File: config.mk
export PLATFORM = sky130hd
export DESIGN_NAME = tdm_demux4_flat
export DESIGN_NICKNAME = d
export VERILOG_FILES = /design/src/rtl/tdm_pkg.sv /design/src/rtl/tdm_demux4_if.sv /design/src/rtl/sat_counter.sv /design/src/rtl/tdm_demux4.sv /design/src/flat_wrapper.sv
export SDC_FILE = /design/constraint.sdc
export NUM_CORES = 1
export LEC_CHECK = 0
export CAP_MARGIN = 20
export CORE_MARGIN = 4
export CORE_UTILIZATION = 40
export CTS_BUF_LIST = sky130_fd_sc_hd__clkbuf_8
export DETAILED_ROUTE_END_ITERATION = 8
export PLACE_DENSITY = 0.66
export SLEW_MARGIN = 25
export SYNTH_ARGS = -nofsm -noshare
export SYNTH_HDL_FRONTEND = slang
export SYNTH_SLANG_ARGS = --single-unit
File: constraint.sdc
create_clock -name CLK -period 1.65 [get_ports CLK]
set_input_delay 0.495 -clock CLK [delete_from_list [all_inputs] [get_ports CLK]]
set_output_delay 0.495 -clock CLK [all_outputs]
set_load 0.03 [all_outputs]
File: src/rtl/tdm_pkg.sv
// Shared definitions for the 4-channel TDM demultiplexer: lock states,
// channel geometry and the sizing rule for the missing-SYNC counter.
package tdm_pkg;

    typedef enum logic {
        HUNT = 1'b0,
        LOCK = 1'b1
    } tdm_state_e;

    localparam int TDM_CHANNELS = 4;
    localparam int CH_W         = $clog2(TDM_CHANNELS);

    // The counter must be able to reach max_miss+1, the value that signals lock loss.
    function automatic int unsigned miss_cnt_width(int unsigned max_miss);
        return $clog2(max_miss + 2);
    endfunction

endpackage

File: src/rtl/tdm_demux4_if.sv
// Serial TDM input beat plus the demultiplexed frame/status outputs.
// master drives the serial beats; slave is the demultiplexer.
interface tdm_demux4_if
    import tdm_pkg::*;
();
    logic                    D;
    logic                    VALID;
    logic                    SYNC;
    logic [TDM_CHANNELS-1:0] Y;
    logic                    Y_VALID;
    logic [CH_W-1:0]         C;
    logic                    LOCKED;
    logic                    SYNC_ERR;

    modport master (
        output D, VALID, SYNC,
        input  Y, Y_VALID, C, LOCKED, SYNC_ERR
    );

    modport slave (
        input  D, VALID, SYNC,
        output Y, Y_VALID, C, LOCKED, SYNC_ERR
    );

endinterface

File: src/rtl/sat_counter.sv
// Up-counter with synchronous clear that sticks at MAX instead of wrapping.
module sat_counter #(
    parameter int unsigned MAX   = 3,
    parameter int unsigned WIDTH = 2
) (
    input  logic             CLK,
    input  logic             RST_N,
    input  logic             inc_i,
    input  logic             clr_i,
    output logic [WIDTH-1:0] count_o
);
    localparam logic [WIDTH-1:0] MAX_VAL = WIDTH'(MAX);

    logic [WIDTH-1:0] count_q, count_d;

    always_comb begin
        count_d = count_q;
        if (clr_i) begin
            count_d = '0;
        end else if (inc_i && (count_q != MAX_VAL)) begin
            count_d = count_q + 1'b1;
        end
    end

    always_ff @(posedge CLK or negedge RST_N) begin
        if (!RST_N) begin
            count_q <= '0;
        end else begin
            count_q <= count_d;
        end
    end

    assign count_o = count_q;

endmodule

File: src/rtl/tdm_demux4.sv
// 4-slot TDM demultiplexer: hunts for a SYNC beat, then collects one bit per
// slot and publishes whole frames only; tolerates SYNC_MISS_MAX missing SYNCs.
module tdm_demux4
    import tdm_pkg::*;
#(
    parameter int unsigned SYNC_MISS_MAX = 2
) (
    input  logic        CLK,
    input  logic        RST_N,
    tdm_demux4_if.slave bus
);
    localparam int unsigned         MISS_W     = miss_cnt_width(SYNC_MISS_MAX);
    localparam logic [MISS_W-1:0]   MISS_LIMIT = MISS_W'(SYNC_MISS_MAX);
    localparam logic [CH_W-1:0]     LAST_SLOT  = CH_W'(TDM_CHANNELS - 1);
    localparam int                  SH_W       = TDM_CHANNELS - 1;

    tdm_state_e                state_q, state_d;
    logic [CH_W-1:0]           c_q, c_d;
    logic [SH_W-1:0]           shadow_q, shadow_d;
    logic [TDM_CHANNELS-1:0]   y_q, y_d;
    logic                      y_valid_q, y_valid_d;
    logic                      sync_err_q, sync_err_d;
    logic                      miss_inc, miss_clr;
    logic [MISS_W-1:0]         miss_cnt;
    logic                      miss_ok;
    logic [SH_W-1:0]           slot_hit;

    sat_counter #(
        .MAX   (SYNC_MISS_MAX + 1),
        .WIDTH (MISS_W)
    ) u_miss_cnt (
        .CLK     (CLK),
        .RST_N   (RST_N),
        .inc_i   (miss_inc),
        .clr_i   (miss_clr),
        .count_o (miss_cnt)
    );

    // One-hot select of the shadow bit addressed by the current slot.
    for (genvar gi = 0; gi < SH_W; gi++) begin : g_slot_hit
        assign slot_hit[gi] = (c_q == CH_W'(gi));
    end

    // New count (miss_cnt+1) stays within the limit; a zero limit never drops lock.
    assign miss_ok = (SYNC_MISS_MAX == 0) || (miss_cnt < MISS_LIMIT);

    always_comb begin
        state_d    = state_q;
        c_d        = c_q;
        shadow_d   = shadow_q;
        y_d        = y_q;
        y_valid_d  = 1'b0;
        sync_err_d = 1'b0;
        miss_inc   = 1'b0;
        miss_clr   = 1'b0;

        if (bus.VALID) begin
            unique case (state_q)
                HUNT: begin
                    if (bus.SYNC) begin
                        shadow_d[0] = bus.D;
                        c_d         = CH_W'(1);
                        miss_clr    = 1'b1;
                        state_d     = LOCK;
                    end
                end
                LOCK: begin
                    if (bus.SYNC) begin
                        sync_err_d  = (c_q != '0);
                        shadow_d[0] = bus.D;
                        c_d         = CH_W'(1);
                        miss_clr    = 1'b1;
                    end else if (c_q == '0) begin
                        if (miss_ok) begin
                            shadow_d[0] = bus.D;
                            c_d         = CH_W'(1);
                            miss_inc    = 1'b1;
                        end else begin
                            state_d    = HUNT;
                            c_d        = '0;
                            sync_err_d = 1'b1;
                            miss_clr   = 1'b1;
                        end
                    end else if (c_q == LAST_SLOT) begin
                        y_d       = {bus.D, shadow_q};
                        y_valid_d = 1'b1;
                        c_d       = '0;
                    end else begin
                        shadow_d = (shadow_q & ~slot_hit) | ({SH_W{bus.D}} & slot_hit);
                        c_d      = c_q + 1'b1;
                    end
                end
                default: begin
                    state_d = HUNT;
                    c_d     = '0;
                end
            endcase
        end
    end

    always_ff @(posedge CLK or negedge RST_N) begin
        if (!RST_N) begin
            state_q    <= HUNT;
            c_q        <= '0;
            shadow_q   <= '0;
            y_q        <= '0;
            y_valid_q  <= 1'b0;
            sync_err_q <= 1'b0;
        end else begin
            state_q    <= state_d;
            c_q        <= c_d;
            shadow_q   <= shadow_d;
            y_q        <= y_d;
            y_valid_q  <= y_valid_d;
            sync_err_q <= sync_err_d;
        end
    end

    assign bus.Y        = y_q;
    assign bus.Y_VALID  = y_valid_q;
    assign bus.C        = c_q;
    assign bus.LOCKED   = (state_q == LOCK);
    assign bus.SYNC_ERR = sync_err_q;

endmodule

File: src/flat_wrapper.sv
// flat-port wrapper written by rule: the top's interface ports become plain ports
module tdm_demux4_flat import tdm_pkg::*;
#(
    parameter int unsigned SYNC_MISS_MAX = 2
)
  (CLK, RST_N, bus_D, bus_VALID, bus_SYNC, bus_Y, bus_Y_VALID, bus_C, bus_LOCKED, bus_SYNC_ERR);
  tdm_demux4_if bus_i ();
  input  logic CLK;
  input  logic RST_N;
  input wire logic [$bits(bus_i.D)-1:0] bus_D;
  input wire logic [$bits(bus_i.VALID)-1:0] bus_VALID;
  input wire logic [$bits(bus_i.SYNC)-1:0] bus_SYNC;
  output wire logic [$bits(bus_i.Y)-1:0] bus_Y;
  output wire logic [$bits(bus_i.Y_VALID)-1:0] bus_Y_VALID;
  output wire logic [$bits(bus_i.C)-1:0] bus_C;
  output wire logic [$bits(bus_i.LOCKED)-1:0] bus_LOCKED;
  output wire logic [$bits(bus_i.SYNC_ERR)-1:0] bus_SYNC_ERR;
  assign bus_i.D = bus_D;
  assign bus_i.VALID = bus_VALID;
  assign bus_i.SYNC = bus_SYNC;
  assign bus_Y = bus_i.Y;
  assign bus_Y_VALID = bus_i.Y_VALID;
  assign bus_C = bus_i.C;
  assign bus_LOCKED = bus_i.LOCKED;
  assign bus_SYNC_ERR = bus_i.SYNC_ERR;
  tdm_demux4 #(.SYNC_MISS_MAX(SYNC_MISS_MAX)) u_core (.CLK(CLK), .RST_N(RST_N), .bus(bus_i));
endmodule
# After elaboration in Yosys (flattened, before gate mapping)
# Index checks and enable logic that the tools add are counted.
[word_totals]
regBits = 14
input_bits = 5
output_inout_bits = 9
[classes]
addsub = 2
order_cmp = 1
eq_ne = 7
mux = 36
bitwise_logic = 8
reduce_logical = 8
[ops]
columns = ["op", "count"]
rows = [
  ["2-to-1 mux 1 bit", 26],
  ["2-to-1 mux 2 bit", 6],
  ["AND reduction 5 bit", 2],
  ["inequality test 4 bit, second input constant", 2],
  ["AND 3 bit", 2],
  ["one-hot mux 1 bit (2 select lines)", 3],
  ["adder 2 x 1 -> 2 bit, second input constant", 2],
  ["equality test 2 bit, second input constant", 2],
  ["inequality test 2 bit, second input constant", 2],
  ["NOT 1 bit", 4],
  ["one-hot mux 2 bit (2 select lines)", 1],
  ["AND reduction 4 bit", 1],
  ["nonzero test 2 bit", 2],
  ["NOT 3 bit", 1],
  ["bitwise OR 3 bit", 1],
  ["equality test 2 x 1 -> 1 bit, second input constant", 1],
  ["zero test 2 bit", 1],
  ["< comparator 2 bit, second input constant", 1],
  ["AND reduction 2 bit", 1],
  ["logical AND 1 bit", 1],
]

# Longest topological paths before layout
# Gate-level depths: netlist of run 1.
[depth]
ltp_word = 9
mapped_depth = 5
mapped_depth_nobuf = 5

# Hierarchy
# A second synthesis of run 1 with hierarchy kept.
[hier_totals]
cells_unflattened = 65
area_unflattened_um2 = 809.5
[by_module_without_submodules]
columns = ["mod", "n_inst", "cells_each", "area_each_um2"]
rows = [
  ["tdm_demux4", 1, 55, 685.7],
  ["sat_counter", 1, 10, 123.9],
]

# Worst setup path before layout of run 1
# Ideal clock, no wire load.
[synth_timing]
path_kind = "flip-flop to flip-flop"
startpoint = "reg u_core.c_q[0], in the netlist u_core.bus.C[0]"
endpoint = "reg u_core.y_q[3], in the netlist u_core.bus.Y[3]"
setup_time_ns = 0.125
arrival_ns = 1.655
t_required_ns = 1.525
path_slack_ns = -0.129
stages_incl_launch_ff = 5
path_buffers = 0
period_less_slack_ns = 1.779
cell_sequence = "dfrtp_1 > inv_1 > ha_1 > nor3b_2 > mux2_2"
[synth_via]
elab_chain_len = 3
[synth_rtl]
columns = ["item", "line_no", "source"]
rows = [
  ["start, declared", "tdm_demux4.sv:18", "logic [CH_W-1:0] c_q, c_d;"],
  ["start signal, assigned", "tdm_demux4.sv:104", "c_q <= '0;"],
  ["start signal, assigned", "tdm_demux4.sv:111", "c_q <= c_d;"],
  ["zero test 2 bit", "tdm_demux4.sv:73", "end else if (c_q == '0) begin"],
  ["NOT 1 bit (no line)", "--", ""],
  ["AND reduction 5 bit (no line) (*)", "--", ""],
  ["end signal, assigned", "tdm_demux4.sv:113", "y_q <= y_d;"],
  ["end, declared", "tdm_demux4.sv:20", "logic [TDM_CHANNELS-1:0] y_q, y_d;"],
]
# Mark *: on every way between the ends. The rest lies on a longest branch, timed or not.
# A chain may end at the register's enable or synchronous reset.

# Worst setup path in the final report of run 1
[layout_timing]
startpoint = "reg u_core.c_q[0], in the netlist u_core.bus.C[0]"
endpoint = "out bus_C[0]"
[layout_rtl]
columns = ["item", "line_no", "source"]
rows = [
  ["end, declared", "flat_wrapper.sv:15", "output wire logic [$bits(bus_i.C)-1:0] bus_C;"],
]
# No word-level cell between the ends.

==> results of run 1 <==
[metrics by stage]
step,cells,power [mW],util
6_report,112,1.54,0.592
4_1_cts,112,1.53,0.585
3_3_place_gp,108,1.19,0.552
2_1_floorplan,62,0.933,-
5_1_grt,112,1.65,0.592
3_5_place_dp,108,1.21,0.552
[kinds of logic (layout without fill, tap and decap cells)]
| group | Yosys count | after routing | share of synthesized area |
|---|---|---|---|
| buf+inv | 4 | 29 | 0.0226 |
| simple gates | 20 | 20 | 0.166 |
| fa+ha+maj | 7 | 7 | 0.122 |
| flops | 14 | 14 | 0.488 |
| compound gates | 9 | 9 | 0.0784 |
| mux | 8 | 8 | 0.124 |
[layer usage]
layer  up-vias  wire [um]
li1        269          -
met1       246        702
met2        10        719
met3         0         54
met4         0          0
met5         -          0
[cell usage in the layout, fill, tap and decap left out, types with 2 or more instances in the layout]
| cell type | count |
|---|---|
| dfrtp_1 | 12 |
| dlygate4sd2_1 | 10 |
| buf_4 | 10 |
| nand2_1 | 6 |
| ha_1 | 6 |
| mux2_2 | 5 |
| nand3_1 | 4 |
| clkbuf_8 | 4 |
| a21oi_1 | 3 |
| inv_1 | 2 |
| nand2b_1 | 2 |
| mux2_4 | 2 |
| clkdlybuf4s50_1 | 2 |
| dfrtp_2 | 2 |
[power by group through the flow]
stage,clock (mW),combinational [mW],sequential (mW)
2_1_floorplan,0,0.254,0.679
3_3_place_gp,0,0.634,0.554
3_5_place_dp,0,0.655,0.556
4_1_cts,0.339,0.634,0.554
5_1_grt,0.354,0.728,0.569
6_report,0.326,0.663,0.554
[synth_stat cells]
library cell | instances | area (um2)
and3_1 | 1 | 6.26
a21oi_1 | 3 | 15.0
o21ai_0 | 1 | 5.00
clkbuf_2 | 1 | 5.00
nand3b_1 | 1 | 7.51
and3b_1 | 1 | 8.76
nand2b_1 | 2 | 12.5
mux2_2 | 7 | 78.8
nand3_1 | 4 | 20.0
nand2_1 | 6 | 22.5
nand4b_1 | 1 | 8.76
ha_1 | 7 | 87.6
o22ai_1 | 1 | 6.26
o21a_1 | 1 | 7.51
o31a_1 | 1 | 8.76
nor3b_2 | 1 | 12.5
dfrtp_1 | 14 | 350
mux2i_1 | 1 | 10.0
inv_1 | 3 | 11.3
and2_1 | 1 | 6.26
o31ai_1 | 1 | 7.51
or4_1 | 1 | 7.51
nor2b_1 | 1 | 6.26
a31oi_1 | 1 | 6.26
[layout make-up]
cell class | instances | share of cell area
Tap cell | 25 | 0.0309
Multi-Input combinational cell | 44 | 0.374
Sequential cell | 14 | 0.349
Clock buffer | 4 | 0.0545
Timing Repair Buffer | 22 | 0.181
Inverter | 3 | 0.0111
[final timing paths]
check | from | end | slack, ns
min | u_core.bus.Y[3] | u_core.bus.Y[3] | 0.51
max reg2reg | u_core.bus.C[1] | flop | 0.15
min in group asynchronous | RST_N | u_core.bus.Y[3] | 0.56
min reg2reg | u_core.bus.Y[3] | u_core.bus.Y[3] | 0.51
max in group asynchronous | RST_N | u_core.bus.C[1] | 0.91
max | u_core.bus.C[0] | bus_C[0] | 0.08
[what timing repair did]
action,CTS,global route
endpoints found under the hold margin,0,0
cloned,0,0
pin swaps,2,0
setup buffers,0,0
endpoints found under the setup margin,12,6
resized for setup,13,3
==> metrics.yaml, run 1 <==
finalClockSkew_ns: 0.00176
r2r_cells: 5
worstSetupPathType: "reg -> out"
clk_path_buf_depth: 2
placementRows: 15
wl_per_cell_um: 13.2
initial_utilization: 0.421
place_ws_ns: -0.353
dpl.hpwl_um: 1100
drc_errors: 0
met2_usage: 0.228
clk_pin_slew_ns: 0.06
seqPwrFrac: 0.359
drive_gt1_frac: 0.299
hold-path-cell-count: 1
met1_usage: 0.175
outcome: "finished clean"
fmax_mhz: 635
max_slew_margin: 0.797
clkLatencyLatePin_ns: 0.24
synthToLayoutAreaGrowth_pct: 40.8
tightest_slew_ns: 0.306
ir_drop_v: 0.000956
synth_seq_area_share: 0.488
arrival_ns: 1.08
worst_slack_ns: 0.0754
firstDrtPassIters: 4
avgSynthCellArea_um2: 11.6
finalWirelength_um: 1480
grt_max_degree: 15
rsz0062_at_grt: "no"
seq_area_um2: 353
vias_per_cell: 4.69
finalCritPeriodShare: 0.954
multi_input_area_um2: 378
path_cells: "dlygate4sd2_1"
drtAntennaViolNets: 0
hold_class: "reg -> reg"
swShare: 0.364
ys_ff_latch: 14
setup_tns_ns: 0
overflow: 0
dieArea_um2: 2540
drt-initial-drc-count: 2
crit_path_top_delay_cell: "dfrtp_2"
grt_usage: 0.141
path_delay_family: "flip-flops"
clock-root-buffer: "clkbuf_8"
pin_count: 14
grt_antenna_before_repair: 0
busiest_layer: "met2"
nNetsFinal: 100
synth_cell_types: 24
cts_tree: "yes"
crit_buf_inv: 1
end_kind: "primary output"
die_x_um: 50.4
start_kind: "flop"
combPwrFrac: 0.430
yosysWarnings: 0
clock-sinks: 14
holdWs_ns: 0.508
drv_slew: 0
place_congestion: 0.737
grt_pass1_wl_um: 2620
hold_buffers: 0
switchingPower_mw: 0.562
grt_pass1_vias: 566
vias: 525
htreeDepth: 1
placed_area_um2: 942
die_h_um: 50.4
cp_max_fo: 5
fin_area_um2: 1010
met3_usage: 0.0534
required_ns: 1.15
power.internal_mw: 0.982
synth_nets: 74
synthCells: 62
power_density_nw_per_um2: 1530
cts_buffers: 3
p_leak_nw: 0.495
core-area_um2: 1710
max_stage_delay_ns: 0.42
portBuffers: 13
hold_viol: 0
drv_cap: 0
synth_area_um2: 718
power_frac_clock: 0.211
final.fill_count: 158
period_needed_ns: 1.57
n_antenna_cell: 0
worst-path-stages: 1
setup_viol: 0
Power figures use the tool's default switching activity.
==> run 2: changes to the inputs <==
--- a/config.mk
+++ b/config.mk
@@ -5,7 +5,6 @@
 export SDC_FILE = /design/constraint.sdc
 export NUM_CORES = 1
 export LEC_CHECK = 0
-export CAP_MARGIN = 20
 export CORE_MARGIN = 4
 export CORE_UTILIZATION = 40
 export CTS_BUF_LIST = sky130_fd_sc_hd__clkbuf_8
==> results of run 2 <==
No change in the layout: final DEF, timing and power equal those of run 1.
==> run 3: changes to the inputs <==
--- a/config.mk
+++ b/config.mk
@@ -5,11 +5,13 @@
 export SDC_FILE = /design/constraint.sdc
 export NUM_CORES = 1
 export LEC_CHECK = 0
-export CORE_MARGIN = 4
-export CORE_UTILIZATION = 40
+export CELL_PAD_IN_SITES_DETAIL_PLACEMENT = 1
+export CELL_PAD_IN_SITES_GLOBAL_PLACEMENT = 2
+export CORE_UTILIZATION = 34
 export CTS_BUF_LIST = sky130_fd_sc_hd__clkbuf_8
+export CTS_CLUSTER_SIZE = 16
 export DETAILED_ROUTE_END_ITERATION = 8
-export PLACE_DENSITY = 0.66
+export PLACE_DENSITY = 0.82
 export SLEW_MARGIN = 25
 export SYNTH_ARGS = -nofsm -noshare
 export SYNTH_HDL_FRONTEND = slang
==> run 3 against run 2 <==
  * Worst setup slack improved by 0.018 ns
  * Critical path type unchanged
  * Fmax increased by 1.1%
  * Combinational power shrank 1%
  * Critical endpoint unchanged
  * First-iteration DRC count grew to 3.0 times the previous value
  * Power about the same
==> metrics.yaml, run 3 (same netlist as run 1, synthesis figures left out) <==
cts_tree: "yes"
vias_per_cell: 4.76
grt_usage: 0.191
drtAntennaViolNets: 0
top_layer: "met4"
placed_area_um2: 967
setup_viol: 0
portBuffers: 13
clock-sinks: 14
initial_utilization: 0.362
fmax_mhz: 642
placementRows: 16
path_delay_family: "flip-flops"
clock-root-buffer: "clkbuf_8"
drive_gt1_frac: 0.319
holdWs_ns: 0.520
power_density_nw_per_um2: 1510
max_stage_delay_ns: 0.40
hold_class: "reg -> reg"
final_cell_count_no_fill: 118
path_cells: "dlygate4sd2_1"
finalWirelength_um: 1740
drt-initial-drc-count: 6
hold_buffers: 0
grt_antenna_before_repair: 0
wl_met2_um: 853
grt_pass1_wl_um: 2810
hp-start: "u_core.bus.Y[1]"
required_ns: 1.15
worst_r2r_startpoint: "u_core.bus.C[0]"
crit_path_start: "u_core.bus.C[0]"
crit_path_top_delay_cell: "dfrtp_2"
dpl.hpwl_um: 1260
fin_area_um2: 1020
end_kind: "primary output"
worstSetupPathType: "reg -> out"
cp_max_fo: 5
htreeDepth: 1
vias: 562
grt_pass1_vias: 571
max_slew_margin: 0.775
hold_viol: 0
ir_drop_v: 0.000781
die_h_um: 48.0
wl_per_cell_um: 14.7
drc_errors: 0
dieArea_um2: 2300
clk_path_buf_depth: 2
arrival_ns: 1.06
worst_slack_ns: 0.0932
final_common_cell: "buf_4"
place_congestion: 0.752
finalCritPeriodShare: 0.943
finalClockSkew_ns: 0.00862
place_ws_ns: -0.307
grt_max_degree: 15
drv_cap: 0
crit_buf_inv: 1
tightest_slew_ns: 0.339
rsz0062_at_grt: "no"
synthToLayoutAreaGrowth_pct: 42.7
cts_buffers: 3
dr_wl_met3_um: 45
core-area_um2: 1980
p_leak_nw: 0.516
period_needed_ns: 1.56
pin_count: 14
overflow: 0
n_antenna_cell: 0
firstDrtPassIters: 4
start_kind: "flop"
placed_cells: 113
clk_pin_slew_ns: 0.07
fin_util: 0.517
mostFrequentLayoutCells: "buf_4 (14), dfrtp_1 (12), dlygate4sd2_1 (9), mux2_2 (7), ha_1 (7)"
final.fill_count: 219
nNetsFinal: 104
outcome: "finished clean"
die_x_um: 48.0
drv_slew: 0
clkLatencyLatePin_ns: 0.25
wl_met1_um: 805
[run 3: cell types whose count changed in the layout (fill, tap and decap cells not counted), sizes merged]
cell / change
buf: +4
dlygate4sd2: -1
dlymetal6s2s: +1
[run 3: final cells by class]
| class | instances | area [um2] | area share |
|---|---|---|---|
| multi-input combinational | 44 | 355 | 0.347 |
| clock buffer | 4 | 55.1 | 0.0537 |
| timing repair buffer | 26 | 216 | 0.211 |
| inverter | 3 | 11.3 | 0.0110 |
| tap | 27 | 33.8 | 0.0330 |
| sequential | 14 | 353 | 0.344 |
[run 3: path summary, 6_finish.rpt]
kind / cells after the start / endpoint / slack, ns
max reg2reg: 5 / u_core.u_miss_cnt.count_o[0] / 0.11
max: 1 / bus_C[0] / 0.09
min in group asynchronous: 2 / u_core.bus.C[1] / 0.55
min reg2reg: 1 / u_core.bus.Y[1] / 0.52
min: 1 / u_core.bus.Y[1] / 0.52
max in group asynchronous: 2 / u_core.bus.C[0] / 0.91
[run 3: power by group]
group / total [mW] / internal [mW] / switching [mW] / leakage, nW
Combinational: 0.656 / 0.292 / 0.364 / 0.314
Sequential: 0.544 / 0.464 / 0.0801 / 0.173
Clock: 0.343 / 0.212 / 0.131 / 0.0288
Total: 1.54 / 0.968 / 0.576 / 0.516
[run 3: worst reg2reg max path, cell delays in order (launching register included)]
cell	delay [ns]
dfrtp_2	0.44
inv_1	0.09
ha_1	0.24
nand2b_1	0.10
or4_1	0.41
a21oi_1	0.18
[run 3: routing by layer]
layer,GRT usage,up-vias
met5,0,-
met4,0.117,0
met3,0.0491,4
met2,0.268,10
met1,0.263,272
li1,-,276
[run 3: timing repair]
item / CTS / global route
endpoints found under the setup margin: 14 / 8
buffers inserted: 1 / 0
gates resized for setup: 10 / 2
pin swaps: 1 / 2
endpoints found under the hold margin: 0 / 0
[run 3: through the flow]
stage / total power, mW / TNS (ns)
finish: 1.54 / 0
global route: 1.66 / 0
CTS: 1.56 / 0
detailed placement: 1.25 / -2.56
global placement: 1.22 / -2.23
floorplan: 0.933 / 0
